File: src/rtl/uart_rx.sv
// UART 8N1 receiver: synchronises rx, samples each bit at its centre, and hands
// bytes to the register block through a valid/ack handshake with error status.
module uart_rx #(
  parameter int unsigned width = 16,
  parameter int unsigned div   = 10417
) (
  input  logic       clk,
  input  logic       arst,
  input  logic       rx,
  input  logic       rx_ack,
  output logic [7:0] rx_data,
  output logic       rx_valid,
  output logic       done,
  output logic       frame_err,
  output logic       overrun,
  output logic       busy
);

  localparam logic [width-1:0] bit_last  = width'(div - 1);
  localparam logic [width-1:0] half_last = width'((div >> 1) - 1);

  typedef enum logic [1:0] {
    IDLE  = 2'd0,
    START = 2'd1,
    DATA  = 2'd2,
    STOP  = 2'd3
  } state_t;

  logic             rx_meta;
  logic             rx_s;
  logic             rx_q;
  logic             fall;

  state_t           state,      state_nxt;
  logic [width-1:0] cnt,        cnt_nxt;
  logic [2:0]       idx,        idx_nxt;
  logic [7:0]       shift,      shift_nxt;
  logic [7:0]       data_nxt;
  logic             valid_nxt;
  logic             done_nxt;
  logic             ferr_nxt;
  logic             overrun_nxt;
  logic             busy_nxt;

  // Two-flop synchroniser plus edge-detect; idles high so reset never fakes a start.
  always_ff @(posedge clk or negedge arst) begin
    if (!arst) begin
      rx_meta <= 1'b1;
      rx_s    <= 1'b1;
      rx_q    <= 1'b1;
    end else begin
      rx_meta <= rx;
      rx_s    <= rx_meta;
      rx_q    <= rx_s;
    end
  end

  assign fall = rx_q & ~rx_s;

  // Next-state and next-output logic.
  always_comb begin
    state_nxt   = state;
    cnt_nxt     = cnt;
    idx_nxt     = idx;
    shift_nxt   = shift;
    data_nxt    = rx_data;
    valid_nxt   = rx_valid;
    overrun_nxt = overrun;
    done_nxt    = 1'b0;
    ferr_nxt    = 1'b0;

    if (rx_ack) begin
      valid_nxt   = 1'b0;
      overrun_nxt = 1'b0;
    end

    unique case (state)
      IDLE: begin
        cnt_nxt = '0;
        idx_nxt = '0;
        if (fall) begin
          state_nxt = START;
        end
      end

      // Half-bit wait to land in the centre of the start bit; high there means a glitch.
      START: begin
        if (cnt == half_last) begin
          cnt_nxt   = '0;
          idx_nxt   = '0;
          state_nxt = rx_s ? IDLE : DATA;
        end else begin
          cnt_nxt = cnt + width'(1);
        end
      end

      DATA: begin
        if (cnt == bit_last) begin
          cnt_nxt   = '0;
          shift_nxt = {rx_s, shift[7:1]};
          idx_nxt   = idx + 3'(1);
          if (idx == 3'd7) begin
            state_nxt = STOP;
          end
        end else begin
          cnt_nxt = cnt + width'(1);
        end
      end

      // Leave at the stop-bit centre so a back-to-back start edge is not missed.
      STOP: begin
        if (cnt == bit_last) begin
          cnt_nxt   = '0;
          state_nxt = IDLE;
          if (rx_s) begin
            data_nxt  = shift;
            done_nxt  = 1'b1;
            valid_nxt = 1'b1;
            if (rx_valid && !rx_ack) begin
              overrun_nxt = 1'b1;
            end
          end else begin
            ferr_nxt = 1'b1;
          end
        end else begin
          cnt_nxt = cnt + width'(1);
        end
      end

      default: begin
        state_nxt = IDLE;
        cnt_nxt   = '0;
        idx_nxt   = '0;
      end
    endcase

    busy_nxt = (state_nxt != IDLE);
  end

  // State and registered outputs.
  always_ff @(posedge clk or negedge arst) begin
    if (!arst) begin
      state     <= IDLE;
      cnt       <= '0;
      idx       <= '0;
      shift     <= '0;
      rx_data   <= '0;
      rx_valid  <= 1'b0;
      done      <= 1'b0;
      frame_err <= 1'b0;
      overrun   <= 1'b0;
      busy      <= 1'b0;
    end else begin
      state     <= state_nxt;
      cnt       <= cnt_nxt;
      idx       <= idx_nxt;
      shift     <= shift_nxt;
      rx_data   <= data_nxt;
      rx_valid  <= valid_nxt;
      done      <= done_nxt;
      frame_err <= ferr_nxt;
      overrun   <= overrun_nxt;
      busy      <= busy_nxt;
    end
  end

endmodule

File: config.mk
export PLATFORM = sky130hd
export DESIGN_NAME = uart_rx
export DESIGN_NICKNAME = d
export VERILOG_FILES = /design/src/rtl/uart_rx.sv
export SDC_FILE = /design/constraint.sdc
export NUM_CORES = 1
export LEC_CHECK = 0
export CAP_MARGIN = 20
export CORE_MARGIN = 8
export CORE_UTILIZATION = 55
export DETAILED_ROUTE_END_ITERATION = 12
export PLACE_DENSITY = 0.76
export SLEW_MARGIN = 40
export SYNTH_ARGS = -nofsm -noshare
export SYNTH_HDL_FRONTEND = slang
export SYNTH_SLANG_ARGS = --single-unit
export TNS_END_PERCENT = 10
File: constraint.sdc
create_clock -name clk -period 2.8 [get_ports clk]
set_clock_uncertainty 0.05 [all_clocks]
set_input_delay 0.42 -clock clk [delete_from_list [all_inputs] [get_ports clk]]
set_output_delay 0.42 -clock clk [all_outputs]
set_load 0.01 [all_outputs]
==> results of run 1 <==
through the flow:
| stage | utilization [%] | cell area [um2] | hold slack, ns | power, mW | setup slack, ns |
|---|---|---|---|---|---|
| after global placement | 62.1 | 2290 | 0.296 | 0.920 | 0.856 |
| after detailed placement | 62.1 | 2290 | 0.299 | 0.928 | 0.771 |
| after CTS | 65.3 | 2410 | 0.0705 | 1.43 | 0.769 |
| after floorplan | - | 2120 | 0.0744 | 0.880 | 0.947 |
| final | 65.3 | 2410 | 0.0525 | 1.41 | 0.768 |
| after global routing | 65.3 | 2410 | 0.102 | 1.48 | 0.630 |
Yosys cell counts, drive strengths merged, types with 3 or more instances:
library cell	count
nor3	5
mux2	16
xor2	5
xnor2	7
dfstp	3
nand3	6
buf	4
inv	7
nand2	7
nand4	5
nor4b	3
nor2	15
dfrtp	42
ha	4
a21oi	3
and4	3
cell usage in the layout, fill, tap and decap left out, types with 3 or more instances in the layout:
master / instances
nand3_1: 4
xor2_1: 5
xnor2_1: 7
a21oi_1: 3
mux2_4: 7
clkdlybuf4s50_1: 15
inv_1: 7
nand4_1: 3
nor3_1: 5
ha_1: 4
clkbuf_8: 6
nand2_1: 7
mux2_1: 3
dfstp_2: 3
dfrtp_1: 42
nor2_1: 15
mux2_2: 6
worst min path at each step:
stage                                  end  slack, ns  cells after the start
floorplan                   busy$_DFF_PN0_       0.07                      0
global placement            rx_s$_DFF_PN1_       0.30                      0
detailed placement          rx_s$_DFF_PN1_       0.30                      0
CTS                 rx_data[3]$_DFFE_PN0P_       0.07                      1
global route        rx_data[4]$_DFFE_PN0P_       0.10                      1
finish                  rx_valid$_DFF_PN0_       0.05                      1
registers in the layout, indices dropped and copies added, names as in the netlist:
register / flops
frame_err: 1
overrun: 1
rx_meta: 1
state: 2
busy: 1
rx_s: 1
rx_valid: 1
idx: 3
done: 1
rx_q: 1
shift: 8
rx_data: 8
cnt: 16
critical path: stages (launching register included):
cell and delay [ns]:
dfrtp_1 0.47, nor4b_4 0.43, and4_4 0.30, nand3_2 0.27, mux2_4 0.39
final cells by class:
cell class | count | area (um2)
multi-input cells | 109 | 918
inverters | 7 | 26.3
fillers | 269 | 1280
flip-flops and latches | 45 | 1130
repair buffers | 16 | 158
clock inverters | 1 | 30.0
clock buffers | 7 | 86.3
well taps | 48 | 60.1
routing by layer:
metal / vias up / global-route usage (%)
met2: 25 / 21.3
met5: - / 0
li1: 626 / -
met3: 6 / 4.56
met4: 0 / 6.11
met1: 687 / 15.3
logic make-up after synthesis:
family / after synthesis / share of synthesized area [%]
AO/OA/AOI/OAI: 16 / 6.80
flip-flops: 45 / 53.4
XOR/XNOR: 12 / 4.97
multiplexers: 16 / 9.76
buffers and inverters: 12 / 3.19
AND/OR/NAND/NOR: 61 / 19.5
adder cells (fa/ha/maj): 4 / 2.37
report_power, final:
group          leakage (nW)  internal, mW  total [mW]  switching, mW
sequential            0.604         0.692       0.753         0.0617
combinational         0.479        0.0717       0.163         0.0910
clock                0.0585         0.291       0.498          0.207
==> metrics.md, run 1 <==
| Metric | Value |
|---|---|
| Status | completed |
| # diodes | 0 |
| CTS Sinks | 45 |
| Die area | 6090 um2 |
| DR WL met2 | 1750 um |
| Post-Syn Instances | 166 |
| Root buffer cell | clkbuf_8 |
| Max Cap Viol | 0 |
| Worst setup SP type | flip-flop |
| Post-route ant nets | 0 |
| Worst Setup EP | rx_data[1]$_DFFE_PN0P_ |
| Via/cell ratio | 5.77 |
| Cts bufs inserted | 5 |
| Initial DRC Count | just under 70 |
| Cell taking the most area after synthesis | dfrtp_1 |
| EDFF count, synth | 0 |
| Critical path class | reg2reg |
| GPL Wtd Cong | about 0.84 |
| Tcrit/Tclk final | 72.6% |
| Grt ovf | 0 |
| Post-Syn Area | 2120 um2 |
| R2R Setup Slk | 0.77 ns |
| Via count | 1344 |
| Die H | between 70 and 80 um |
| F_max | 0.492 GHz |
| Clock-pin slew on the worst setup and hold paths | 0.07 ns |
| First-pass GRT wire length | 6500 um |
| Dpl hpwl | 2530 um |
| Cell variety after synth | 48 |
| Final WL | 3600 um |
| Io pins | 17 |
| Synthesized Nets | 174 |
| Final TNS setup | 0 ns |
| Power Dens Cells | ~590 nW/um2 |
| RSZ-0062 raised after global routing | false |
| Post-CTS setup buffer count | 0 |
| Crit path from | cnt[3]$_DFF_PN0_ |
| Ys Warns | 0 |
| Num rows | 22 |
| #FFs+latches synth | 45 |
| Critical Path AT | 2.17 ns |
| Number of port buffers | 16 |
| CTS tree | yes |
| Critical Path Fanout Max | 11 |
| Min-delay worst type | in2async |
| Worst-case clock buffer depth | 2 |
| Worst Path Required | 2.93 ns |
| Main synth FF type | dfrtp_1 |
| DR DRC count | 0 |
| Nets | about 190 |
| Share of cells above drive strength 1 | around 19% |
| Pre-antenna DRT Iters | 5 |
| Starting density of the core | 57.4% |
| Synth async-reset ratio | between 90% and 100% |
| Cells on worst reg2reg path | 4 |
| CTS Hold Buffers Added | 0 |
| Non-filler cells, final | 233 |
| Relative slew slack | a little under two thirds |
| Initial antenna violation count | 0 |
| Top Layer Used | met4 |
| H-tree Lvls | 2 |
| Reg-to-Reg End | rx_data[1]$_DFFE_PN0P_ |
| Drt wl/cell | 15.5 um |
| Routed wl met3 | ~200 um |
| Core Region | ~3700 um2 |
| Worst-Margin Slew | 0.549 ns |
| FF-to-FF Start | cnt[3]$_DFF_PN0_ |
| Largest net degree at the start of global routing | 46 |
| Crit path capture type | flip-flop |
| Post-synth top area share | 49.7% |
| Final Max Tran Viols | 0 |
| Die Width | just under 80 um |
| Vias in the first global route | approximately 1.4k |
| DP Cell Count | roughly 230 |
| Peak supply drop | roughly 0.00042 V |
| Final number of hold-violating endpoints | 0 |
| Resize count post-CTS | 0 |
| Period minus WS final | around 2.0 ns |
| Post-Syn Area per Cell | 12.7 um2 |
| Leak Pwr | 1.14 nW |
| Post-synthesis sequential area ratio | a little over half |
| WL met1 | 1590 um |
| Final setup violation count | 0 |
| Later-pin clock latency in the skew report | about 0.3 ns |
| Layout overhead on the synthesized area | 13.8% |
| Top cells by area, synth | dfrtp_1 50%, mux2_4 5.0%, dfstp_2 3.7% |
| GRT Resource Usage Total | 13.1% |
(Power assumes the default switching activity.)
==> run 2, diff against run 1 <==
==> constraint.sdc (replaced) <==
create_clock -name clk -period 2 [get_ports clk]
set_clock_uncertainty 0.05 [all_clocks]
set_input_delay 0.3 -clock clk [delete_from_list [all_inputs] [get_ports clk]]
set_output_delay 0.3 -clock clk [all_outputs]
set_load 0.01 [all_outputs]
==> metrics.md, run 2 (synthesis results as in run 1) <==
| Metric | Value |
|---|---|
| Root buffer cell | clkbuf_8 (unchanged) |
| CTS tree | yes (unchanged) |
| Via count | 1431 (was 1344) |
| Initial DRC Count | 46 (was 69) |
| Worst-case clock buffer depth | 2 (unchanged) |
| Post-route core utilization | 67.6% (was 65.3%) |
| Worst-Margin Slew | 0.506 ns (was 0.549 ns) |
| Leak Pwr | 1.20 nW (was 1.14 nW) |
| Critical Path AT | 2.04 ns (was 2.17 ns) |
| Num rows | 22 (unchanged) |
| Critical Path Fanout Max | 12 (was 11) |
| Vias in the first global route | 1480 (was 1390) |
| H-tree Lvls | 2 (unchanged) |
| Clock-pin slew on the worst setup and hold paths | 0.09 ns (was 0.07 ns) |
| Commonest non-fill, non-tap cells in the layout | 42 x dfrtp_1, 15 x nor2_1, 15 x clkdlybuf4s50_1 (unchanged) |
| Slowest cell on the critical path | dfrtp_1 (unchanged) |
| Number of flip-flops in the largest register | 16 (unchanged) |
| Final TNS setup | 0 ns (unchanged) |
| Drt wl/cell | 16.3 um (was 15.5 um) |
| Hold path cells | 0 |
| Design Power | 1.92 mW (was 1.41 mW) |
| Hold wc startpoint | rx_meta$_DFF_PN1_ |
| Non-filler cells, final | 247 (was 233) |
| Min-delay worst type | reg2reg (was in2async) |
| Critical Path Max Stage Delay | 0.42 ns (was 0.47 ns) |
| Grt ovf | 0 (unchanged) |
| Area post-placement | 2390 um2 (was 2290 um2) |
| Biggest register | cnt (unchanged) |
| Final number of hold-violating endpoints | 0 (unchanged) |
| Post-CTS setup buffer count | 0 (unchanged) |
| Largest net degree at the start of global routing | 25 (was 46) |
| Final WL | 4030 um (was 3600 um) |
| Power Dens Cells | 769 nW/um2 (was 587 nW/um2) |
| Cell Chain, Critical Path | inv_1, ha_1, and4b_1, and4_4, and2_4, mux2_2 (was nor4b_4, and4_4, nand3_2, mux2_4) |
| Placement Setup Slack | 0.0295 ns (was 0.771 ns) |
| F_max | 0.528 GHz (was 0.492 GHz) |
| Worst Path Required | 2.15 ns (was 2.93 ns) |
| Share of cells above drive strength 1 | 25.1% (was 19.5%) |
| CTS Sinks | 45 (unchanged) |
| Initial antenna violation count | 0 (unchanged) |
| Dpl hpwl | 3010 um (was 2530 um) |
| Layout overhead on the synthesized area | 17.9% (was 13.8%) |
| Critical path class | reg2reg (unchanged) |
| Die Width | 78.0 um (unchanged) |
| Number of port buffers | 16 (unchanged) |
| Most common cell after layout, fill and taps aside | dfrtp_1 (unchanged) |
| Worst hold slack | 0.310 ns (was 0.0525 ns) |
| Via/cell ratio | 5.79 (was 5.77) |
| Crit path capture type | flip-flop (unchanged) |
| First-pass GRT wire length | 7180 um (was 6500 um) |
| Reg-to-Reg End | shift[2]$_DFFE_PN0P_ (was rx_data[1]$_DFFE_PN0P_) |
| Max Cap Viol | 0 (unchanged) |
| Min-Delay Endpoint | rx_s$_DFF_PN1_ |
| Relative slew slack | 66.3% (was 63.4%) |
| Cells on worst reg2reg path | 6 (was 4) |
| Final design area excluding fillers | 2490 um2 (was 2410 um2) |
| Cts bufs inserted | 5 (unchanged) |
| Nets | 206 (was 192) |
| Pre-antenna DRT Iters | 4 (was 5) |
| Final setup violation count | 0 (unchanged) |
| Top flop regs | cnt x16, rx_data x8, shift x8 (unchanged) |
| # diodes | 0 (unchanged) |
| Core Region | 3690 um2 (unchanged) |
| Peak supply drop | 0.000565 V (was 0.000420 V) |
| Period minus WS final | 1.89 ns (was 2.03 ns) |
| Later-pin clock latency in the skew report | 0.31 ns (was 0.30 ns) |
| Worst setup SP type | flip-flop (unchanged) |
| Die area | 6090 um2 (unchanged) |
| Filler cells | 277 (was 269) |
| FF-to-FF Start | cnt[0]$_DFF_PN0_ (was cnt[3]$_DFF_PN0_) |
| Starting density of the core | 57.4% (unchanged) |
| Io pins | 17 (unchanged) |
| Final Max Tran Viols | 0 (unchanged) |
| R2R Setup Slk | 0.11 ns (was 0.77 ns) |
| Setup WS post-layout | 0.105 ns (was 0.768 ns) |
| GPL Wtd Cong | 0.823 (was 0.841) |
| Die H | 78.0 um (unchanged) |
| Status | completed (unchanged) |
| Tcrit/Tclk final | 94.7% (was 72.6%) |
| RSZ-0062 raised after global routing | true (was false) |
| DR DRC count | 0 (unchanged) |
| GRT Resource Usage Total | 14.9% (was 13.1%) |
| DP Cell Count | 238 (was 225) |
| Post-route ant nets | 0 (unchanged) |
run 2: changes by cell type in the layout (fill, tap and decap cells not counted):
| cell | previous run | this run |
|---|---|---|
| clkbuf_8 | 6 | 5 |
| bufinv_16 | 1 | 0 |
| buf_4 | 1 | 13 |
| clkinv_2 | 0 | 1 |
| dlygate4sd3_1 | 0 | 1 |
| inv_6 | 0 | 1 |
| buf_2 | 0 | 1 |
| nand3_2 | 2 | 1 |
| nand3_4 | 0 | 1 |
| clkinvlp_4 | 0 | 1 |
| clkbuf_1 | 1 | 0 |
run 2: what timing repair did:
item / CTS / global route
hold buffers: 1 / 0
gates resized for setup: 0 / 1
hold endpoints to repair: 22 / 0
setup endpoints to repair: 0 / 10
run 2: layout make-up:
class / count / area (um2) / share of cell area, %
clock inverters: 3 / 21.3 / 0.853
repair buffers: 30 / 263 / 10.5
multi-input cells: 109 / 926 / 37.1
clock buffers: 5 / 68.8 / 2.76
flip-flops and latches: 45 / 1130 / 45.3
well taps: 48 / 60.1 / 2.41
inverters: 7 / 26.3 / 1.05
run 2: worst max-delay path by stage:
| stage | endpoint | depth (start not counted) | from | slack [ns] |
|---|---|---|---|---|
| after floorplan | shift[2]$_DFFE_PN0P_ | 5 | cnt[3]$_DFF_PN0_ | 0.15 |
| after global placement | rx_data[1]$_DFFE_PN0P_ | 6 | cnt[0]$_DFF_PN0_ | 0.12 |
| after detailed placement | rx_data[1]$_DFFE_PN0P_ | 4 | cnt[6]$_DFF_PN0_ | 0.03 |
| after CTS | rx_data[1]$_DFFE_PN0P_ | 4 | cnt[6]$_DFF_PN0_ | 0.04 |
| after global routing | idx[1]$_DFFE_PN0P_ | 5 | cnt[0]$_DFF_PN0_ | -0.003 |
| final | shift[2]$_DFFE_PN0P_ | 6 | cnt[0]$_DFF_PN0_ | 0.11 |
run 2: report_power, final:
part	internal (mW)	switching, mW	leakage [nW]	total [mW]
Combinational	0.152	0.178	0.549	0.330
Sequential	0.969	0.0518	0.604	1.02
Clock	0.248	0.321	0.0445	0.569
Total	1.37	0.550	1.20	1.92
run 2: per-layer routing:
| layer | share of wire (%) | vias up | GRT usage [%] |
|---|---|---|---|
| met5 | 0 | - | 0 |
| met3 | 6.2 | 6 | 5.92 |
| met4 | 1.4 | 0 | 5.74 |
| li1 | - | 657 | - |
| met1 | 42 | 728 | 17.5 |
| met2 | 51 | 40 | 24.2 |
run 2: critical path: cells and delay by family (launching register included):
kind                     cells  cell delay [ns]
flip-flops                   1             0.42
buffers and inverters        1             0.08
adder cells (fa/ha/maj)      1             0.13
AND/OR/NAND/NOR              3             0.77
multiplexers                 1             0.35
